===== src/rtl/ball_motion.sv =====
// ball_motion
// -----------------------------------------------------------------------------
// Fixed-point ball position/velocity engine for the breakout playfield.
// Collision and paddle events seen while a frame is being drawn are latched,
// and the ball makes one motion step per frame. That step applies reflection,
// paddle speed-up and loss detection. A small IDLE/MOVING/LOST state machine
// handles serving and losing the ball.
//
// Ports
//   clk              : single clock, rising edge
//   nRst             : synchronous active-low reset
//   frame_pulse      : one-cycle end-of-frame strobe
//   do_move          : motion enable, sampled together with frame_pulse
//   serve            : launch request (honoured in IDLE and LOST)
//   collision        : qualifier for the four side flags
//   ball_*_col       : which side(s) of the ball touched something
//   paddle_hit       : ball/paddle contact on this pixel
//   x, y             : integer ball position
//   vel_x, vel_y     : signed velocity in 2^-FRAC px/frame
//   state            : 00 IDLE, 01 MOVING, 10 LOST
//   ball_lost        : one-cycle pulse on entering LOST
// -----------------------------------------------------------------------------
module ball_motion #(
    parameter int X_W           = 10,
    parameter int Y_W           = 9,
    parameter int FRAC          = 1,
    parameter int VEL_W         = 4,
    parameter int INITIAL_X     = 320,
    parameter int INITIAL_Y     = 452,
    parameter int INITIAL_VEL_X = 2,
    parameter int INITIAL_VEL_Y = -2,
    parameter int MAX_SPEED     = 6,
    parameter int SPEEDUP_HITS  = 4,
    parameter int BOTTOM_Y      = 470
) (
    input  logic             clk,
    input  logic             nRst,
    input  logic             frame_pulse,
    input  logic             do_move,
    input  logic             serve,
    input  logic             collision,
    input  logic             ball_top_col,
    input  logic             ball_bottom_col,
    input  logic             ball_left_col,
    input  logic             ball_right_col,
    input  logic             paddle_hit,
    output logic [X_W-1:0]   x,
    output logic [Y_W-1:0]   y,
    output logic [VEL_W-1:0] vel_x,
    output logic [VEL_W-1:0] vel_y,
    output logic [1:0]       state,
    output logic             ball_lost
);

    localparam int XP   = X_W + FRAC;
    localparam int YP   = Y_W + FRAC;
    localparam int HC_W = $clog2(SPEEDUP_HITS + 1);

    localparam logic [XP-1:0]           INIT_XPOS = XP'(INITIAL_X * (2 ** FRAC));
    localparam logic [YP-1:0]           INIT_YPOS = YP'(INITIAL_Y * (2 ** FRAC));
    localparam logic signed [VEL_W-1:0] INIT_VX   = VEL_W'(INITIAL_VEL_X);
    localparam logic signed [VEL_W-1:0] INIT_VY   = VEL_W'(INITIAL_VEL_Y);
    localparam logic signed [VEL_W-1:0] VMAX      = VEL_W'(MAX_SPEED);
    localparam logic signed [VEL_W-1:0] VONE      = VEL_W'(1);
    localparam logic signed [VEL_W-1:0] VZERO     = '0;
    localparam logic [Y_W-1:0]          BOTTOM    = Y_W'(BOTTOM_Y);
    localparam logic [HC_W-1:0]         HITS_WRAP = HC_W'(SPEEDUP_HITS);

    typedef enum logic [1:0] {
        IDLE   = 2'b00,
        MOVING = 2'b01,
        LOST   = 2'b10
    } state_t;

    state_t                  state_q, state_d;
    logic [XP-1:0]           xPos_q, xPos_d;
    logic [YP-1:0]           yPos_q, yPos_d;
    logic signed [VEL_W-1:0] velX_q, velX_d;
    logic signed [VEL_W-1:0] velY_q, velY_d;
    logic                    vflag_q, vflag_d;
    logic                    hflag_q, hflag_d;
    logic                    pflag_q, pflag_d;
    logic [HC_W-1:0]         hitCnt_q, hitCnt_d;
    logic                    ballLost_q, ballLost_d;

    logic signed [VEL_W-1:0] reflX, reflY;
    logic [XP-1:0]           movedX;
    logic [YP-1:0]           movedY;
    logic [HC_W-1:0]         hitInc;

    // One speed step: grow the magnitude by one, keep the sign, never exceed
    // MAX_SPEED, and leave a stationary axis stationary.
    function automatic logic signed [VEL_W-1:0] speedStep(input logic signed [VEL_W-1:0] v);
        if (v > VZERO)
            return (v < VMAX) ? v + VONE : v;
        else if (v < VZERO)
            return (v > -VMAX) ? v - VONE : v;
        else
            return VZERO;
    endfunction

    // Reflection flips the velocity first; the position then moves by the
    // flipped velocity, which is the same as subtracting the old one.
    assign reflX  = hflag_q ? -velX_q : velX_q;
    assign reflY  = vflag_q ? -velY_q : velY_q;
    assign movedX = xPos_q + {{(XP - VEL_W){reflX[VEL_W-1]}}, reflX};
    assign movedY = yPos_q + {{(YP - VEL_W){reflY[VEL_W-1]}}, reflY};
    assign hitInc = hitCnt_q + HC_W'(1);

    // Next-state logic. Event latches are updated every cycle. Serve overrides
    // everything outside MOVING. Motion happens once per frame while MOVING.
    always_comb begin
        state_d    = state_q;
        xPos_d     = xPos_q;
        yPos_d     = yPos_q;
        velX_d     = velX_q;
        velY_d     = velY_q;
        vflag_d    = vflag_q;
        hflag_d    = hflag_q;
        pflag_d    = pflag_q;
        hitCnt_d   = hitCnt_q;

        if (frame_pulse) begin
            vflag_d = 1'b0;
            hflag_d = 1'b0;
            pflag_d = 1'b0;
        end else begin
            if (collision) begin
                vflag_d = vflag_q | ball_top_col | ball_bottom_col;
                hflag_d = hflag_q | ball_left_col | ball_right_col;
            end
            if (paddle_hit)
                pflag_d = 1'b1;
        end

        case (state_q)
            IDLE, LOST: begin
                if (serve) begin
                    xPos_d   = INIT_XPOS;
                    yPos_d   = INIT_YPOS;
                    velX_d   = INIT_VX;
                    velY_d   = INIT_VY;
                    hitCnt_d = '0;
                    vflag_d  = 1'b0;
                    hflag_d  = 1'b0;
                    pflag_d  = 1'b0;
                    state_d  = MOVING;
                end
            end
            MOVING: begin
                if (frame_pulse && do_move) begin
                    xPos_d = movedX;
                    yPos_d = movedY;
                    velX_d = reflX;
                    velY_d = reflY;
                    // The speed step acts on the reflected velocity, but the
                    // position above has already used the pre-step value.
                    if (pflag_q) begin
                        if (hitInc == HITS_WRAP) begin
                            hitCnt_d = '0;
                            velX_d   = speedStep(reflX);
                            velY_d   = speedStep(reflY);
                        end else begin
                            hitCnt_d = hitInc;
                        end
                    end
                    if (movedY[YP-1:FRAC] >= BOTTOM)
                        state_d = LOST;
                end
            end
            default: state_d = IDLE;
        endcase

        ballLost_d = (state_d == LOST) && (state_q != LOST);
    end

    // State register with synchronous reset back to the serve position.
    always_ff @(posedge clk) begin
        if (!nRst) begin
            state_q    <= IDLE;
            xPos_q     <= INIT_XPOS;
            yPos_q     <= INIT_YPOS;
            velX_q     <= INIT_VX;
            velY_q     <= INIT_VY;
            vflag_q    <= 1'b0;
            hflag_q    <= 1'b0;
            pflag_q    <= 1'b0;
            hitCnt_q   <= '0;
            ballLost_q <= 1'b0;
        end else begin
            state_q    <= state_d;
            xPos_q     <= xPos_d;
            yPos_q     <= yPos_d;
            velX_q     <= velX_d;
            velY_q     <= velY_d;
            vflag_q    <= vflag_d;
            hflag_q    <= hflag_d;
            pflag_q    <= pflag_d;
            hitCnt_q   <= hitCnt_d;
            ballLost_q <= ballLost_d;
        end
    end

    assign x         = xPos_q[XP-1:FRAC];
    assign y         = yPos_q[YP-1:FRAC];
    assign vel_x     = velX_q;
    assign vel_y     = velY_q;
    assign state     = state_q;
    assign ball_lost = ballLost_q;

endmodule


===== config.mk =====
export PLATFORM = sky130hd
export DESIGN_NAME = ball_motion
export DESIGN_NICKNAME = d
export VERILOG_FILES = /design/src/rtl/ball_motion.sv
export SDC_FILE = /design/constraint.sdc
export NUM_CORES = 1
export LEC_CHECK = 0
export ABC_CLOCK_PERIOD_IN_PS = 5400
export BUFFER_PORTS_ARGS = -buffer_cell sky130_fd_sc_hd__buf_2
export CORE_MARGIN = 1.5
export CORE_UTILIZATION = 25
export CTS_BUF_LIST = sky130_fd_sc_hd__clkbuf_8 sky130_fd_sc_hd__clkbuf_16
export DETAILED_ROUTE_END_ITERATION = 6
export PLACE_DENSITY = 0.44
export RECOVER_POWER = 50
export SKIP_CTS_REPAIR_TIMING = 1
export SLEW_MARGIN = 0
export SYNTH_ARGS = -nofsm -noshare
export SYNTH_HDL_FRONTEND = slang
export SYNTH_SLANG_ARGS = --single-unit

===== constraint.sdc =====
create_clock -name clk -period 5.4 [get_ports clk]
set_input_delay 0.27 -clock clk [delete_from_list [all_inputs] [get_ports clk]]
set_output_delay 0.27 -clock clk [all_outputs]
set_load 0.1 [all_outputs]

# Yosys cells after proc, flatten, opt, wreduce, memory -nomap -nowiden
# Cells that the tools add are included.
dict set report classes {
  mux 47
  magnitude_cmp 9
  n_eq_ne 8
  n_reduce_logical 7
  n_addsub 9
  n_bitwise 4
}
# operator n
set op_table {}
lappend op_table {{two-way mux 4 bit} 18}
lappend op_table {{two-way mux 11 bit} 2}
lappend op_table {{one-hot mux 11 bit (2 select lines)} 1}
lappend op_table {{two-way mux 10 bit} 2}
lappend op_table {{one-hot mux 10 bit (2 select lines)} 1}
lappend op_table {{one-hot mux 4 bit (2 select lines)} 2}
lappend op_table {{two-way mux 1 bit} 12}
lappend op_table {{two-way mux 3 bit} 4}
lappend op_table {{adder 11 bit} 1}
lappend op_table {{adder 10 bit} 1}
lappend op_table {{greater-or-equal comparator 9 bit (second input constant)} 1}
lappend op_table {{adder 4 x 2 -> 4 bit (second input constant)} 2}
lappend op_table {{> comparator 4 x 1 -> 1 bit (second input constant)} 2}
lappend op_table {{> comparator 4 bit (second input constant)} 2}
lappend op_table {{< comparator 4 x 1 -> 1 bit (second input constant)} 2}
lappend op_table {{< comparator 4 bit (second input constant)} 2}
lappend op_table {{!= test 2 bit (second input constant)} 4}
lappend op_table {{negator 4 bit} 2}
lappend op_table {{subtractor 4 x 2 -> 4 bit (second input constant)} 2}
lappend op_table {{two-way mux 2 bit} 3}
lappend op_table {{one-hot mux 3 bit (2 select lines)} 1}
lappend op_table {{equality test 2 bit (second input constant)} 2}
lappend op_table {{OR 1 bit} 4}
lappend op_table {{one-hot mux 2 bit (2 select lines)} 1}
lappend op_table {{9 further kinds} 10}
dict set report word_totals {
  ff_bits 38
  out_inout_bits 30
}

# Longest topological paths before layout
dict set report logic_depth {
  word_depth 10
  ltp_mapped 13
}

# Worst setup path before layout
# OpenSTA, ideal clock, no wires.
dict set report synth_path {
  path_type {register -> register}
  start {register velY_q[2] (netlist: vel_y[2])}
  end {register state_q[0] (netlist: state[0])}
  arrival_time_ns 3.739
  setup_time_ns 0.119
  synth_period_minus_slack_ns 3.858
  path_buffers 2
  stages_incl_launch_ff 13
  setup_slack_ns 1.542
  cell_sequence {dfxtp_1 > clkbuf_1 > o31ai_1 > xnor2_1 > clkbuf_1 > ha_1 > a21o_1 > o21bai_1 > o311ai_0 > a21oi_1 > xnor2_1 > nand4_1 > o221a_2}
}
dict set report synth_via {
  elab_chain_cells 7
}
# item line
set synth_rtl {}
lappend synth_rtl {{start: declaration} 79} ;# logic signed [VEL_W-1:0] velY_q, velY_d;
lappend synth_rtl {{start signal: assignment} 195} ;# velY_q <= velY_d;
lappend synth_rtl {{negator 4 bit} 105} ;# assign reflY = vflag_q ? -velY_q : velY_q;
lappend synth_rtl {{two-way mux 4 bit *} 105}
lappend synth_rtl {{adder 10 bit *} 107} ;# assign movedY = yPos_q + {{(YP - VEL_W){reflY[VEL_W-1]}}, reflY};
lappend synth_rtl {{greater-or-equal comparator 9 bit *} 167} ;# if (movedY[YP-1:FRAC] >= BOTTOM)
lappend synth_rtl {{two-way mux 2 bit *} 167}
lappend synth_rtl {{two-way mux 2 bit *} 151} ;# if (frame_pulse && do_move) begin
lappend synth_rtl {{one-hot mux 2 bit (2 select lines) *} 136} ;# case (state_q)
lappend synth_rtl {{end signal: assignment} 191} ;# state_q <= state_d;
lappend synth_rtl {{end: declaration} 75} ;# state_t state_q, state_d;
# Mark *: on every way between the ends. The rest lies on a longest branch, timed or not.
# A chain may end at the register's enable or synchronous reset.

# Worst setup path in the final report
dict set report layout_path {
  start {register velY_q[0] (netlist: vel_y[0])}
  end {register state_q[0] (netlist: state[0])}
}
# The elaborated chain is that of the path after synthesis.

==> impl_metrics.json <==
{
  "status": "completed",
  "yosysMostFrequentCell": "dfxtp_1",
  "slowest_stage": "dfxtp_1",
  "rows": 39,
  "drv_cap": 0,
  "finalCritPeriodShare": 0.643,
  "die_area_um2": 12500,
  "synth_top_area_share": 0.257,
  "r2r_start": "vel_y[0]$_SDFFE_PN0P_",
  "nFillCells": 1245,
  "r2r_cells": 12,
  "whs_ns": 0.255,
  "overflow": 0,
  "tns_ns": 0,
  "port_buffers": 40,
  "seq_area_frac_synth": 0.257,
  "dp_hpwl_um": 5760,
  "synthFlopType": "dfxtp_1",
  "end_kind": "register",
  "async_flop_share": 0,
  "wl_met3_um": 190,
  "wl_met2_um": 3660,
  "cts_root_buffer": "clkbuf_16",
  "area_delta_synth_final_pct": 9.86,
  "numCtsBuffers": 5,
  "worstPathRequired_ns": 5.57,
  "p_leak_uw": 0.00123,
  "cts_buffer_depth": 2,
  "grt_usage": 0.132,
  "clock_skew_ns": 0.00467,
  "rsz0062_at_grt": "no",
  "cpMostUsedCell": "ha_1",
  "synth_nets": 417,
  "gp_congestion": 0.791,
  "m1WireLength_um": 4170,
  "grt_max_degree": 24,
  "postSynthCellCount": 379,
  "synth_common_cells": "38 x dfxtp_1, 32 x o21ai_0, 31 x nor2_1",
  "die_w_um": 112,
  "drt_first_pass_iters": 4,
  "postRouteAntennaNets": 0,
  "drive_above_1_share": 0.0635,
  "grt_first_pass_wirelength_um": 13200,
  "worstMarginPinSlew_ns": 1.22,
  "cts.sinks": 38,
  "min_path_cells": 3,
  "startpoint_type": "register",
  "cp.arrival_ns": 3.64,
  "avgRoutedWirePerCell_um": 15.0,
  "maxSlewViolCount": 0,
  "peakVddDrop_uv": 105,
  "max_stage_delay_ns": 0.48,
  "grt_pass1_vias": 2541,
  "critical_path_class": "reg2reg",
  "yosys_warnings": 0,
  "p_per_area_nw_per_um2": 225,
  "regArea_um2": 761,
  "start_util": 0.258,
  "synth_cell_types": 55,
  "synth.avg_cell_area_um2": 7.80,
  "hold_viol": 0,
  "min_to": "pflag_q$_SDFF_PN0_",
  "clk_latency_ns": 0.28,
  "n_antenna_cell": 0,
  "multi_input_area_um2": 1940,
  "crit_chain": "inv_1 -> ha_1 -> nor2b_1 -> xor2_1 -> ha_1 -> o211ai_1 -> o21bai_1 -> o311ai_0 -> a21oi_1 -> xnor2_1 -> nand4_1 -> o221a_2",
  "wl_um": 8060,
  "cts_tree": "done",
  "drt_drc_violations_left": 0,
  "core_um2": 11500,
  "maxSlewHeadroom": 0.193,
  "synth_enable_flop_cells": 0,
  "min_period_ns": 3.47,
  "clkTransAtPathRegs_ns": 0.06,
  "timing.fmax_ghz": 0.288,
  "setup_viol": 0,
  "topRoutingLayerUsed": "met4",
  "h-tree-depth": 2,
  "antenna_found_initial": 0,
  "hold_path_class": "in2reg",
  "r2r-end": "state[0]$_SDFF_PN0_",
  "hold_path_startpoint": "paddle_hit",
  "ioPinCount": 41,
  "synth_area_leaders": "dfxtp_1 26%, ha_1 11%, o21ai_0 5.4%",
  "rrSetupSlack_ns": 1.93,
  "synth_seq_cells": 38,
  "vias": 2744,
  "cp_max_fo": 9,
  "syn-cell-area_um2": 2960,
  "vias_per_cell": 5.11,
  "fp.dieH_um": 112,
  "final_nets": 432,
  "yosysTopAreaCell": "dfxtp_1",
  "drt_iter0_drc": 133
}
state kept, by name (all words and copies together) (netlist names):
| name | flops |
|---|---|
| ball_lost | 1 |
| state | 2 |
| yPos_q | 10 |
| vel_x | 4 |
| hflag_q | 1 |
| vflag_q | 1 |
| xPos_q | 11 |
| pflag_q | 1 |
| vel_y | 4 |
| hitCnt_q | 3 |
layout by cell type (no fill, tap or decap), types with 5 or more instances in the layout:
| master | instances |
|---|---|
| nand2b_1 | 8 |
| xor2_1 | 7 |
| ha_1 | 25 |
| dfxtp_1 | 38 |
| nor2_1 | 31 |
| clkbuf_16 | 5 |
| nand4_1 | 5 |
| a31oi_1 | 6 |
| nor3_1 | 13 |
| a21oi_1 | 23 |
| a21o_1 | 7 |
| inv_1 | 15 |
| buf_2 | 10 |
| nor2b_1 | 5 |
| nand3_1 | 22 |
| o22ai_1 | 5 |
| clkbuf_1 | 30 |
| o21a_1 | 7 |
| o21ai_0 | 32 |
| xnor2_1 | 11 |
| nand2_1 | 29 |
critical path, delay by kind of cell, from the launching register on:
kind | cells | cell delay, ns
fa+ha+maj | 2 | 0.66
buf+inv | 1 | 0.08
simple gates | 2 | 0.35
xor+xnor | 2 | 0.75
compound gates | 5 | 1.04
flops | 1 | 0.48
through the flow:
stage	instance area [um^2]	setup WS, ns	utilization	power (uW)	instances
6_report	3250	1.93	0.283	731	537
5_1_grt	3250	1.52	0.283	772	537
4_1_cts	3290	1.92	0.287	744	537
3_5_place_dp	3150	1.95	0.275	457	530
3_3_place_gp	3150	2.04	0.275	456	530
2_1_floorplan	2960	1.54	-	423	379
area by class of cell:
| cell class | instances | area share |
|---|---|---|
| multi-input cells | 293 | 0.598 |
| flip-flops and latches | 38 | 0.234 |
| well taps | 143 | 0.0551 |
| clock inverters | 2 | 0.00231 |
| repair buffers | 43 | 0.0570 |
| clock buffers | 5 | 0.0385 |
| inverters | 13 | 0.0150 |
logic make-up (layout without fill, tap and decap cells):
kind of cell / Yosys count / after routing / synth area share
multiplexers: 3 / 3 / 0.0106
XOR/XNOR: 18 / 18 / 0.0533
AND/OR/NAND/NOR: 138 / 138 / 0.234
AO/OA/AOI/OAI: 107 / 107 / 0.240
buffers and inverters: 48 / 63 / 0.0859
adder cells (fa/ha/maj): 27 / 27 / 0.119
flip-flops: 38 / 38 / 0.257
worst max-delay path by stage:
stage	startpoint	end	slack, ns
after floorplan	vel_y[2]$_SDFFE_PN1P_	state[0]$_SDFF_PN0_	1.54
after global placement	vel_y[0]$_SDFFE_PN0P_	ball_lost$_SDFF_PN0_	2.04
after detailed placement	vel_y[0]$_SDFFE_PN0P_	state[0]$_SDFF_PN0_	1.95
after CTS	vel_y[0]$_SDFFE_PN0P_	state[0]$_SDFF_PN0_	1.92
after global routing	vel_y[0]$_SDFFE_PN0P_	state[0]$_SDFF_PN0_	1.52
final	vel_y[0]$_SDFFE_PN0P_	state[0]$_SDFF_PN0_	1.93
routing by layer:
| metal | track usage | vias to the layer above |
|---|---|---|
| met3 | 0.0185 | 2 |
| li1 | - | 1394 |
| met5 | 0 | - |
| met1 | 0.192 | 1303 |
| met4 | 0.0405 | 0 |
| met2 | 0.203 | 45 |
power breakdown:
part	leakage, uW	switching (uW)	internal [uW]
logic	0.000854	111	45.2
clock network	0.0000723	116	165
registers	0.000308	7.54	286
Note: power is estimated with default switching activity, not from simulation.
